==> src/rtl/noc_pkg.sv <==
// Shared types and constants for the NoC endpoint transmitter.
//   tx_state_t       : packet framing FSM state (head / body flit expected)
//   ERR_CREDIT_OVF   : err_out bit, credit returned while the counter was full
//   ERR_PKT_TRUNC    : err_out bit, packet cut at the maximum flit count
package noc_pkg;

  typedef enum logic {
    TX_HEAD = 1'b0,
    TX_BODY = 1'b1
  } tx_state_t;

  localparam int unsigned ERR_W          = 2;
  localparam int unsigned ERR_CREDIT_OVF = 0;
  localparam int unsigned ERR_PKT_TRUNC  = 1;

endpackage

==> src/rtl/noc_credit_counter.sv <==
// Credit counter tracking free slots in the downstream router input buffer.
//   clk, rst_n : clock, synchronous active-low reset
//   credit_in  : one-cycle pulse, one slot freed by the router
//   consume    : one flit sent this cycle (never asserted when count is 0)
//   count      : current credits, resets to DEPTH
//   overflow   : sticky flag, credit returned while already at DEPTH
module noc_credit_counter #(
  parameter  int unsigned DEPTH = 2,
  localparam int unsigned CW    = $clog2(DEPTH) + 1
) (
  input  logic          clk,
  input  logic          rst_n,
  input  logic          credit_in,
  input  logic          consume,
  output logic [CW-1:0] count,
  output logic          overflow
);

  // Simultaneous credit and consume cancel; an excess credit saturates.
  always_ff @(posedge clk) begin
    if (!rst_n) begin
      count    <= CW'(DEPTH);
      overflow <= 1'b0;
    end else if (credit_in && !consume) begin
      if (count == CW'(DEPTH)) overflow <= 1'b1;
      else                     count    <= count + CW'(1);
    end else if (!credit_in && consume) begin
      count <= count - CW'(1);
    end
  end

endmodule

==> src/rtl/noc_endpoint_tx.sv <==
// NoC endpoint transmitter: frames upstream flits into packets and sends them
// to the router under credit-based flow control.
// Optional statistics counters enabled by macro NOC_ENDPOINT_TX_STATS_EN.
//   clk, rst_n                 : clock, synchronous active-low reset
//   in_valid/in_ready          : upstream handshake (in_ready is combinational)
//   in_data/in_dest/in_last    : upstream flit, destination (head only), last
//   data_out/dest_out          : flit payload and packet destination to router
//   is_tail_out/send_out       : tail marker and per-flit send pulse
//   credit_in                  : router buffer slot returned
//   err_out                    : sticky {truncated, credit overflow}
//   pkt_count/flit_count       : packets/flits sent (0 without statistics)
module noc_endpoint_tx
  import noc_pkg::*;
#(
  parameter int unsigned FLIT_WIDTH        = 256,
  parameter int unsigned DEST_WIDTH        = 3,
  parameter int unsigned FLIT_BUFFER_DEPTH = 2,
  parameter int unsigned MAX_PACKET_FLITS  = 16
) (
  input  logic                  clk,
  input  logic                  rst_n,
  input  logic                  in_valid,
  output logic                  in_ready,
  input  logic [FLIT_WIDTH-1:0] in_data,
  input  logic [DEST_WIDTH-1:0] in_dest,
  input  logic                  in_last,
  output logic [FLIT_WIDTH-1:0] data_out,
  output logic [DEST_WIDTH-1:0] dest_out,
  output logic                  is_tail_out,
  output logic                  send_out,
  input  logic                  credit_in,
  output logic [ERR_W-1:0]      err_out,
  output logic [31:0]           pkt_count,
  output logic [31:0]           flit_count
);

  localparam int unsigned CW  = $clog2(FLIT_BUFFER_DEPTH) + 1;
  localparam int unsigned FCW = $clog2(MAX_PACKET_FLITS + 1);

  tx_state_t             state;
  logic [DEST_WIDTH-1:0] dest_q;
  logic [FCW-1:0]        pkt_flits;
  logic                  err_trunc;
  logic [CW-1:0]         credits;
  logic                  credit_ovf;
  logic                  accept;
  logic                  forced_tail;
  logic [DEST_WIDTH-1:0] cur_dest;

  noc_credit_counter #(.DEPTH(FLIT_BUFFER_DEPTH)) u_credit (
    .clk      (clk),
    .rst_n    (rst_n),
    .credit_in(credit_in),
    .consume  (accept),
    .count    (credits),
    .overflow (credit_ovf)
  );

  assign in_ready = (credits != CW'(0)) & rst_n;
  assign accept   = in_valid & in_ready;

  // The last allowed flit of an unterminated packet becomes a forced tail.
  assign forced_tail = !in_last && (pkt_flits == FCW'(MAX_PACKET_FLITS - 1));
  assign cur_dest    = (state == TX_HEAD) ? in_dest : dest_q;

  always_comb begin
    err_out                 = '0;
    err_out[ERR_CREDIT_OVF] = credit_ovf;
    err_out[ERR_PKT_TRUNC]  = err_trunc;
  end

  // Packet framing FSM with registered router-side outputs.
  always_ff @(posedge clk) begin
    if (!rst_n) begin
      state       <= TX_HEAD;
      dest_q      <= '0;
      pkt_flits   <= '0;
      err_trunc   <= 1'b0;
      send_out    <= 1'b0;
      data_out    <= '0;
      dest_out    <= '0;
      is_tail_out <= 1'b0;
    end else begin
      send_out <= accept;
      if (accept) begin
        data_out    <= in_data;
        dest_out    <= cur_dest;
        dest_q      <= cur_dest;
        is_tail_out <= in_last | forced_tail;
        if (forced_tail) err_trunc <= 1'b1;
        if (in_last || forced_tail) begin
          state     <= TX_HEAD;
          pkt_flits <= '0;
        end else begin
          state     <= TX_BODY;
          pkt_flits <= pkt_flits + FCW'(1);
        end
      end
    end
  end

`ifdef NOC_ENDPOINT_TX_STATS_EN
  // Statistics follow the send pulses and wrap naturally at 2^32.
  always_ff @(posedge clk) begin
    if (!rst_n) begin
      pkt_count  <= '0;
      flit_count <= '0;
    end else if (send_out) begin
      flit_count <= flit_count + 32'd1;
      if (is_tail_out) pkt_count <= pkt_count + 32'd1;
    end
  end
`else
  assign pkt_count  = '0;
  assign flit_count = '0;
`endif

endmodule

==> config.mk <==
export PLATFORM = sky130hd
export DESIGN_NAME = noc_endpoint_tx
export DESIGN_NICKNAME = d
export VERILOG_FILES = /design/src/rtl/noc_pkg.sv /design/src/rtl/noc_credit_counter.sv /design/src/rtl/noc_endpoint_tx.sv
export SDC_FILE = /design/constraint.sdc
export NUM_CORES = 1
export LEC_CHECK = 0
export ABC_AREA = 1
export BUFFER_PORTS_ARGS = -buffer_cell sky130_fd_sc_hd__buf_4
export CORE_AREA = 2 2 228 230
export CTS_CLUSTER_SIZE = 12
export DETAILED_ROUTE_END_ITERATION = 10
export DIE_AREA = 0 0 230 232
export PLACE_DENSITY_LB_ADDON = 0.3
export SYNTH_ARGS = -nofsm -noshare
export SYNTH_HDL_FRONTEND = slang
export SYNTH_SLANG_ARGS = --single-unit
==> constraint.sdc <==
create_clock -name clk -period 2.2 [get_ports clk]
set_input_delay 0.44 -clock clk [delete_from_list [all_inputs] [get_ports clk]]
set_output_delay 0.44 -clock clk [all_outputs]
set_load 0.01 [all_outputs]
### Word-level counts from Yosys, hierarchy flattened

Index checks and enable logic that the tools add are counted.

* output and inout bits: 328
* register bits: 271
* word-level logic and storage cells: 37

* bitwise logic cells: 4
* reduce and logical (&&, ||, !) cells: 13
* equality and inequality tests: 3
* add/subtract/negate cells: 3
* mux-type cells: 5

Operator list (count)
* $reduce_and 2->1: 4
* $mux 2: 3
* $add 5x1->5 const B: 1
* $eq 5x4->1 const B: 1
* $mux 5: 1
* $reduce_bool 2->1: 2
* $logic_and 1x1->1: 3
* $logic_not 1->1: 3
* $add 2x1->2 const B: 1
* $and 1x1->1: 2
* $eq 2x2->1 const B: 1
* $ne 2x2->1 const B: 1
* $sub 2x1->2 const B: 1
* $logic_or 1x1->1: 1
* $mux 1: 1
* $not 1->1: 1
* $or 1x1->1: 1

### Logic depth before layout (Yosys ltp)

Gate-level depths: netlist of the first run.

* word-level depth: 7
* gate-level depth with buffers: 10
* depth with buffers taken out: 9

### Modules after synthesis

Synthesis of the first run repeated with hierarchy kept, for this count alone.

* cells, all modules: 1282
* area, all modules: 9954.5 um^2

By module, submodules not included
* noc_endpoint_tx: seq. area each 5365.1 um^2, cells an instance 1258, times used 1, area an instance 9806.9 um^2
* noc_credit_counter: seq. area each 60.1 um^2, cells an instance 24, times used 1, area an instance 147.6 um^2

### Least setup slack after synthesis of the first run

No wires, ideal clock.

* kind: input port to output port
* from: in rst_n
* to: out in_ready
* cell stages on the path: 4
* arrival time: 1.090 ns
* data required time: 1.760 ns
* setup slack: 0.670 ns
* cells stage by stage: clkbuf_1 buf_2 inv_1 a21oi_1

* longest elaborated chain between the ends: 1

RTL lines
* start: declaration: line noc_endpoint_tx.sv:21 `input logic rst_n,`
* $and 1x1->1: line noc_endpoint_tx.sv:59 `assign in_ready = (credits != CW'(0)) & rst_n;`
* end: declaration: line noc_endpoint_tx.sv:23 `output logic in_ready,`

No other way between the ends.

### Worst setup path in the final report of the first run

* from: reg u_credit.count[1]
* to: out in_ready

* longest elaborated chain between the ends: 2

RTL lines
* start: declaration: line noc_credit_counter.sv:15 `output logic [CW-1:0] count,`
* start signal: assignment: line noc_credit_counter.sv:22 `count <= CW'(DEPTH);`
* start signal: assignment: line noc_credit_counter.sv:26 `else count <= count + CW'(1);`
* start signal: assignment: line noc_credit_counter.sv:28 `count <= count - CW'(1);`
* $reduce_bool 2->1: line noc_endpoint_tx.sv:59
* $and 1x1->1: line noc_endpoint_tx.sv:59

No other way between the ends.

==> metrics, run 1 <==
die width=230 µm; DR vias=9773; post-route cell area=15500 µm²; CTS tree=built; Post-DRT Antenna Nets=0; post-CTS resize count=0; dpl hpwl=25000 µm; min-delay worst type=in2reg; CP max-delay cell=dfxtp_1; die span in y=232 µm; Post-Route WL=33900 µm; area added between synthesis and finish=55.7%; RePlAce Congestion=0.828; WS Path Type=reg2out; register area share after synthesis=0.546; # clock sinks=271; Worst R2R Start=u_credit.count[1]$_SDFFE_PN1P_; critical path startpoint=u_credit.count[1]$_SDFFE_PN1P_; worst-margin pin slew=0.519 ns; H-tree depth=2; largest net degree at the start of global routing=97; crit path cell chain=inv_2, a21oi_1, buf_4; Post-Route Setup TNS=0 ns; initial antenna violation count=0; FF-to-FF path depth=7; CTS Buf Count=34; RSZ-0062 raised after global routing=false; outcome=finished clean; Total Routing Usage GR=0.119; Die Area=53400 µm²; relative slew slack=0.654; part of the cycle the worst path needs=0.835; Max Fclk=544 MHz; Initial DRT Pass Iterations=7; Mapped Cells=1267; # setup viols final=0; Post-CTS Setup Bufs=0; slowest stage delay, CP=0.40 ns; core area=50900 µm²; startpoint types=register; n_diodes=0; worst setup margin=0.363 ns; leakage power=0.00809 µW; Via density=3.96; worst slack at placement=0.519 ns; final slew viol count=0; Seq cells post-synth=271; Hold-fix buffers, CTS=0; first-pass GRT wire length=51200 µm; Setup crit end kind=output pin; IO Count=592; Power Density=865 nW/µm²; placed inst area=14300 µm²; Initial DRC Count=392; # port buffers=527; Final nets=2029; num rows=83; Min-Delay Endpoint=data_out[143]$_SDFFE_PN0N_; Clock Skew=0.00728 ns; Skew-Pair Late Insertion Delay=0.52 ns; share of post-route cells with drive strength above 1=0.338; DP Cell Count=2407; clock buffer depth=3; Tmin final=1.84 ns; Initial Utilization=0.195; Non-Filler Instances=2465; r2r setup slk=0.55 ns; hold_sp=in_data[143]; worst r2r dst=data_out[75]$_SDFFE_PN0N_; routed len/inst=13.7 µm; YS warnings=0; Synth Cell Area=9930 µm²; Root Buffer=clkbuf_16; arrival time worst endpoint=1.40 ns; syn_area_per_cell=7.84 µm²; maximum vdd drop=0.000459 V; WP data required=1.76 ns; grt total ovfl=0; CTS clk-pin slew, worst paths=0.06 ns; Final Hold Violating Endpoints=0; number of global-route vias before repair=9313; Tot Pwr=13400 µW; unique cell type count in the Yosys netlist=20; DR DRC count=0; max_cap viols=0; critical-path maximum fanout=5; hold depth=3
==> worst max-delay path, delay by kind of cell (launching register included) <==
kind / cells / cell delay, ns
AOI/OAI and AO/OA: 1 / 0.23
buffers and inverters: 2 / 0.25
DFF: 1 / 0.40
==> synthesized netlist by cell type, drive strengths merged <==
master / n / area (µm²)
nand2: 523 / 1960
ha: 2 / 25.0
nand4: 3 / 18.8
a21oi: 8 / 40.0
dfxtp: 271 / 5430
clkbuf: 28 / 105
o21ai: 7 / 35.0
nand3b: 1 / 7.51
nor2: 14 / 52.6
inv: 17 / 63.8
conb: 1 / 3.75
nand3: 262 / 1320
a41oi: 1 / 8.76
nor3: 3 / 15.0
buf: 126 / 852
==> metal layers <==
layer | global-route usage | vias up | wire (µm)
met1 | 0.139 | 4470 | 13800
met2 | 0.206 | 351 | 16700
met5 | 0 | - | 0
met4 | 0.0397 | 0 | 837
met3 | 0.0381 | 55 | 2530
li1 | - | 4897 | -
==> worst max path at each step <==
stage / end / slack, ns / cells past startpoint
4_1_cts: in_ready / 0.30 / 3
5_1_grt: in_ready / 0.26 / 3
3_3_place_gp: data_out[95]$_SDFFE_PN0N_ / 0.55 / 6
3_5_place_dp: data_out[150]$_SDFFE_PN0N_ / 0.52 / 6
2_1_floorplan: in_ready / 0.67 / 4
6_report: in_ready / 0.36 / 3
==> registers in the layout (all words and copies together) (netlist names) <==
name and count:
u_credit.count 2, state 1, send_out 1, pkt_flits 5, data_out 256, dest_q 3, u_credit.overflow 1, err_trunc 1
is_tail_out 1
==> power by group <==
| part | switching (µW) | total [µW] | internal, µW |
|---|---|---|---|
| Combinational | 1090 | 2160 | 1070 |
| Clock | 2100 | 5590 | 3490 |
| Sequential | 251 | 5610 | 5360 |
| Total | 3440 | 13400 | 9920 |
==> logic make-up after synthesis <==
| kind of cell | share of synthesized area |
|---|---|
| compound gates | 0.00844 |
| other cells | 0.000378 |
| flops | 0.546 |
| fa+ha+maj | 0.00252 |
| simple gates | 0.340 |
| buf+inv | 0.103 |
==> layout by cell type (no fill, tap or decap), types with 2 or more instances in the layout <==
cell	synthesis	layout
conb_1	1	64
ha_1	2	2
nand2_1	523	523
clkbuf_1	28	9
dfxtp_1	271	271
nand4_1	3	3
nor2_1	14	14
bufinv_16	0	2
clkbuf_16	0	37
inv_1	14	14
a21oi_1	8	8
clkbuf_8	0	7
buf_4	71	541
nand3_1	261	261
clkinv_2	0	2
buf_12	0	9
nor3_1	3	3
o21ai_0	7	7
inv_2	3	2
==> area by class of cell <==
type	count	area, µm²
Multi-Input combinational cell	888	3730
Sequential cell	271	5430
Fill cell	5522	35400
Clock inverter	6	87.6
Tap cell	680	851
Timing Repair Buffer	551	4260
Clock buffer	52	1040
Inverter	17	71.3
==> metrics by stage <==
step                utilization  hold slack, ns
floorplan                     -           0.426
finish                    0.304           0.109
CTS                       0.304          0.0628
global route              0.304          0.0767
detailed placement        0.282           0.447
global placement          0.282           0.441
No activity file was read; power rests on OpenSTA's default activity.
==> inputs of run 2 (changes only) <==
CORE_AREA = 2 2 233 235   (was 2 2 228 230)
DIE_AREA = 0 0 235 237   (was 0 0 230 232)
clock period = 1.7 ns   (was 2.2 ns; I/O delays follow)
==> run 2 against run 1 <==
  * Power increased by 31%
  * Largest cell class is now buffers
  * Sequential share of layout area fell by 4.9 points
  * Clock-buffer cell count is 4 lower
  * Largest power group unchanged
  * Final cell count up 11%
==> metrics, run 2 (synthesized netlist as in run 1, its figures left out) <==
outcome=finished clean; Final nets=2276 (+12%); num rows=85 (+2.4%); number of global-route vias before repair=10800 (+16%); post-layout util=0.337 (+0.0331); Total Routing Usage GR=0.129 (+0.00993); Root Buffer=clkbuf_16; initial antenna violation count=2 (+2); Die Area=55700 µm² (+4.4%); DR vias=10900 (+11%); worst r2r dst=data_out[127]$_SDFFE_PN0N_; largest net degree at the start of global routing=57 (-41%); Setup crit end kind=output pin; CTS Buf Count=34 (unchanged); die width=235 µm (+2.2%); # port buffers=527 (unchanged); WS Path Type=reg2out; Power Density=979 nW/µm² (+13%); # clock sinks=271 (unchanged); RSZ-0062 raised after global routing=false; Fill cells=5476 (-0.83%); Via density=3.98 (+0.45%); Initial DRC Count=422 (+7.7%); Clock Skew=0.0148 ns (+0.00753 ns); r2r setup slk=0.20 ns (-0.35 ns); share of post-route cells with drive strength above 1=0.304 (-0.0344); clock buffer depth=3 (unchanged); Tot Pwr=17600 µW (+31%); min-delay worst type=in2reg; Tmin final=1.61 ns; Top Registers=data_out (256), pkt_flits (5), dest_q (3); grt total ovfl=0 (unchanged); RePlAce Congestion=0.807 (-2.6%); core area=53300 µm² (+4.7%); hold_sp=in_data[40]; routed len/inst=13.9 µm (+1.0%); commonest non-fill, non-tap cells in the layout=buf_4, nand2_1, dfxtp_1; Post-Route Setup TNS=0 ns (unchanged); die span in y=237 µm (+2.2%); CTS clk-pin slew, worst paths=0.06 ns (about the same); part of the cycle the worst path needs=0.944; CTS tree=built; area added between synthesis and finish=80.8%; critical path startpoint=u_credit.count[0]$_SDFFE_PN0P_; H-tree depth=2 (unchanged); maximum vdd drop=0.000619 V (+35%); hold depth=3 (unchanged); startpoint types=register; Min-Delay Endpoint=data_out[40]$_SDFFE_PN0N_; Skew-Pair Late Insertion Delay=0.53 ns (about the same); WP data required=1.36 ns (-0.40 ns); Initial DRT Pass Iterations=5 (-2); critical-path maximum fanout=6 (+1); placed inst area=14500 µm² (+0.99%); first-pass GRT wire length=58600 µm (+15%); Worst R2R Start=u_credit.count[0]$_SDFFE_PN0P_; post-route cell area=18000 µm² (+16%); # setup viols final=0 (unchanged); Max Fclk=623 MHz; Initial Utilization=0.186 (-0.00878); FF-to-FF path depth=7 (unchanged); n_diodes=0 (unchanged); Largest register FFs=256 (unchanged); most flop-heavy register=data_out; Final Hold Violating Endpoints=0 (unchanged); Post-DRT Antenna Nets=0 (unchanged); DR DRC count=0 (unchanged); final slew viol count=0 (unchanged); leakage power=0.00912 µW (+13%); arrival time worst endpoint=1.27 ns (-0.13 ns); most common cell after layout, fill and taps aside=buf_4; max_cap viols=0 (unchanged); Post-CTS Setup Bufs=0 (unchanged); dpl hpwl=26300 µm (+5.5%); Post-Route WL=37900 µm (+12%); Hold WS=0.0344 ns (-0.0748 ns); IO Count=592 (unchanged)
-- run 2: cell count changes in the layout (fill, tap and decap cells not counted), moves of 3 or more --
cell,change
clkbuf_1,-3
dlygate4sd3_1,+239
buf_4,+3
clkinv_2,+4
buf_12,+5
-- run 2: worst max-delay path by stage --
stage / to / slack [ns] / depth (start not counted)
2_1_floorplan: pkt_flits[2]$_SDFFE_PN0N_ / 0.36 / 7
3_3_place_gp: pkt_flits[1]$_SDFFE_PN0N_ / 0.20 / 9
3_5_place_dp: pkt_flits[2]$_SDFFE_PN0N_ / 0.17 / 7
4_1_cts: in_ready / 0.03 / 3
5_1_grt: pkt_flits[1]$_SDFFE_PN0N_ / 0.02 / 9
6_report: in_ready / 0.09 / 3
-- run 2: final cells by class --
class	instances	area, µm²	share of cell area
Clock buffer	48	995	0.0554
Clock inverter	11	86.3	0.00481
Inverter	17	71.3	0.00397
Multi-Input combinational cell	888	3740	0.208
Sequential cell	271	5430	0.302
Tap cell	696	871	0.0485
Timing Repair Buffer	798	6770	0.377
-- run 2: where the power goes --
| group | total (µW) | internal (µW) | leakage [µW] | switching, µW |
|---|---|---|---|---|
| sequential | 7260 | 6940 | 0.00224 | 319 |
| combinational | 3360 | 1790 | 0.00635 | 1570 |
| clock | 6960 | 4100 | 0.000530 | 2870 |
| total | 17600 | 12800 | 0.00912 | 4760 |
-- run 2: repair_timing --
item	CTS	global route
hold buffers	239	0
resized for setup	0	4
endpoints found under the hold margin	239	0
endpoints found under the setup margin	0	6
-- run 2: critical path: stages, from the launching register on --
cell and delay [ns]:
dfxtp_1 0.36, inv_2 0.08, a21oi_2 0.14, buf_4 0.15
-- run 2: routing by layer --
| metal | global-route usage | share of wire |
|---|---|---|
| met5 | 0 | 0.00071 |
| met4 | 0.0581 | 0.039 |
| met3 | 0.0351 | 0.062 |
| met2 | 0.218 | 0.48 |
| met1 | 0.153 | 0.42 |
-- run 2: stage by stage --
stage,instances,worst slack (ns)
final,2729,0.0949
after global placement,2431,0.196
after floorplan,1330,0.358
after global routing,2729,0.0206
after CTS,2729,0.0258
after detailed placement,2431,0.173
==> inputs of run 3 (changes only) <==
CORE_AREA = 2 2 231 233   (was 2 2 233 235)
DIE_AREA = 0 0 233 235   (was 0 0 235 237)
clock period = 1.3 ns   (was 1.7 ns; I/O delays follow)
==> run 3 against run 2 <==
  * Clock-buffer cell count down 7
  * Final cell count rose by 2.1%
  * Die area fell by 1.7%
  * The run now ends with setup timing left
  * Sequential power grew 31%
  * Critical path type unchanged
  * Worst setup slack lost 0.37 ns
  * Register-to-register slack got worse by 0.39 ns
  * Flip-flop and latch count is the same
==> metrics, run 3 (synthesized netlist as in run 1, its figures left out) <==
Clock Skew=0.0204 ns (+0.00554 ns); largest net degree at the start of global routing=64 (+12%); # clock sinks=271 (unchanged); first-pass GRT wire length=60200 µm (+2.6%); final slew viol count=0 (unchanged); CTS tree=built; part of the cycle the worst path needs=1.22; maximum vdd drop=0.000932 V (+50%); switch share=0.268 (-0.00227); Post-DRT Antenna Nets=0 (unchanged); arrival time worst endpoint=1.32 ns (+0.05 ns); worst setup margin=-0.280 ns (-0.375 ns); Initial Utilization=0.190 (+0.00374); RePlAce Congestion=0.817 (+1.3%); most common cell after layout, fill and taps aside=buf_4; post-layout util=0.359 (+0.0224); leakage power=0.00953 µW (+4.5%); WP data required=1.04 ns (-0.32 ns); H-tree depth=1 (-1); WS Path Type=reg2out; most flop-heavy register=data_out; min-delay worst type=in2reg; clock buffer depth=3 (unchanged); Post-Route WL=39900 µm (+5.3%); routed len/inst=14.3 µm (+3.1%); commonest non-fill, non-tap cells in the layout=buf_4, nand2_1, nand3_1, dlygate4sd3_1, dfxtp_1; failing checks=setup timing; IO Count=592 (unchanged); Max Fclk=633 MHz; CTS Buf Count=31 (-8.8%); number of global-route vias before repair=11100 (+2.6%); Final nets=2347 (+3.1%); Top Registers=data_out (256), pkt_flits (5), dest_q (3); outcome=finished with violations; post-route cell area=18800 µm² (+4.5%); critical-path maximum fanout=2 (-4); Initial DRT Pass Iterations=5 (unchanged); placed inst area=14800 µm² (+2.4%); # setup viols final=258 (+258); Largest register FFs=256 (unchanged); num rows=84 (-1.2%); Int Pwr=16400 µW (+28%); area added between synthesis and finish=89.0%; Initial DRC Count=375 (-11%); grt total ovfl=0 (unchanged); Skew-Pair Late Insertion Delay=0.56 ns (+0.03 ns); initial antenna violation count=5 (+3); Clock power frac=0.359 (-0.037); Root Buffer=clkbuf_16; Comb power frac=0.217 (+0.026); max_cap viols=0 (unchanged); Switching Power=6010 µW (+26%); core area=52200 µm² (-2.0%); Power Density=1190 nW/µm² (+22%); startpoint types=register; die span in y=235 µm (-0.84%); dpl hpwl=27500 µm (+4.3%); DR DRC count=0 (unchanged); share of post-route cells with drive strength above 1=0.326 (+0.0219); Via density=3.99 (+0.29%); Total Routing Usage GR=0.138 (+0.00840); Final Hold Violating Endpoints=0 (unchanged); Tmin final=1.58 ns; sequential power share=0.424 (+0.011); RSZ-0062 raised after global routing=true; Setup crit end kind=output pin; die width=233 µm (-0.85%); # port buffers=527 (unchanged); CTS clk-pin slew, worst paths=0.06 ns (about the same); DR vias=11100 (+2.4%); Die Area=54800 µm² (-1.7%)
## run 3: path summary, 6_finish.rpt
path                                   from                              to  slack, ns  depth (start not counted)
max          u_credit.count[1]$_SDFFE_PN1P_                        in_ready      -0.28                          4
min                                in_valid  u_credit.count[1]$_SDFFE_PN1P_       0.15                          4
max reg2reg  u_credit.count[0]$_SDFFE_PN0P_       data_out[51]$_SDFFE_PN0N_      -0.19                          7
min reg2reg              state$_SDFFE_PN0N_              state$_SDFFE_PN0N_       0.46                          2
## run 3: power by group through the flow
stage	registers, µW	logic, µW	clock network [µW]
after detailed placement	9660	3990	0
after floorplan	9960	1340	0
after CTS	9510	4880	8330
after global placement	9640	3960	0
after global routing	9590	5260	8660
final	9510	4860	8030
## run 3: repair_timing
action                     CTS  global route
pin swaps                    8             3
setup buffers                6             4
hold endpoints to repair   262             0
resized for setup           45             4
hold buffers               261             0
cloned                       7             0
setup endpoints to repair  462           522
## run 3: cell type report
type                            instances  area (µm²)
Antenna cell                            2        5.00
Inverter                               17        76.3
Sequential cell                       271        5450
Timing Repair inverter                  1        6.26
Timing Repair Buffer                  870        7670
Multi-Input combinational cell        889        3800
Clock inverter                          7        35.0
Tap cell                              688         861
Clock buffer                           41         873
Fill cell                            5319       33500
## run 3: through the flow
step	hold WS, ns	worst slack [ns]	total power [µW]	std cells	TNS (ns)
6_report	0.147	-0.280	22400	2786	-30.99
5_1_grt	0.137	-0.328	23500	2786	-68.23
4_1_cts	0.114	-0.314	22700	2780	-47.50
3_5_place_dp	0.448	-0.111	13700	2458	-7.94
3_3_place_gp	0.442	-0.0868	13600	2458	-8.34
2_1_floorplan	0.371	0.0194	11300	1330	0
## run 3: worst max-delay path, cell delays in order (launching register included)
cell and delay [ns]:
dfxtp_2 0.33, inv_2 0.04, buf_6 0.11, a21oi_4 0.15, buf_6 0.12
## run 3: layer usage
metal	track usage	routed length [µm]	up-vias
met2	0.247	19800	405
met1	0.159	16000	5099
met3	0.0291	2810	85
met5	0	27	-
li1	-	-	5534
met4	0.0500	1250	4
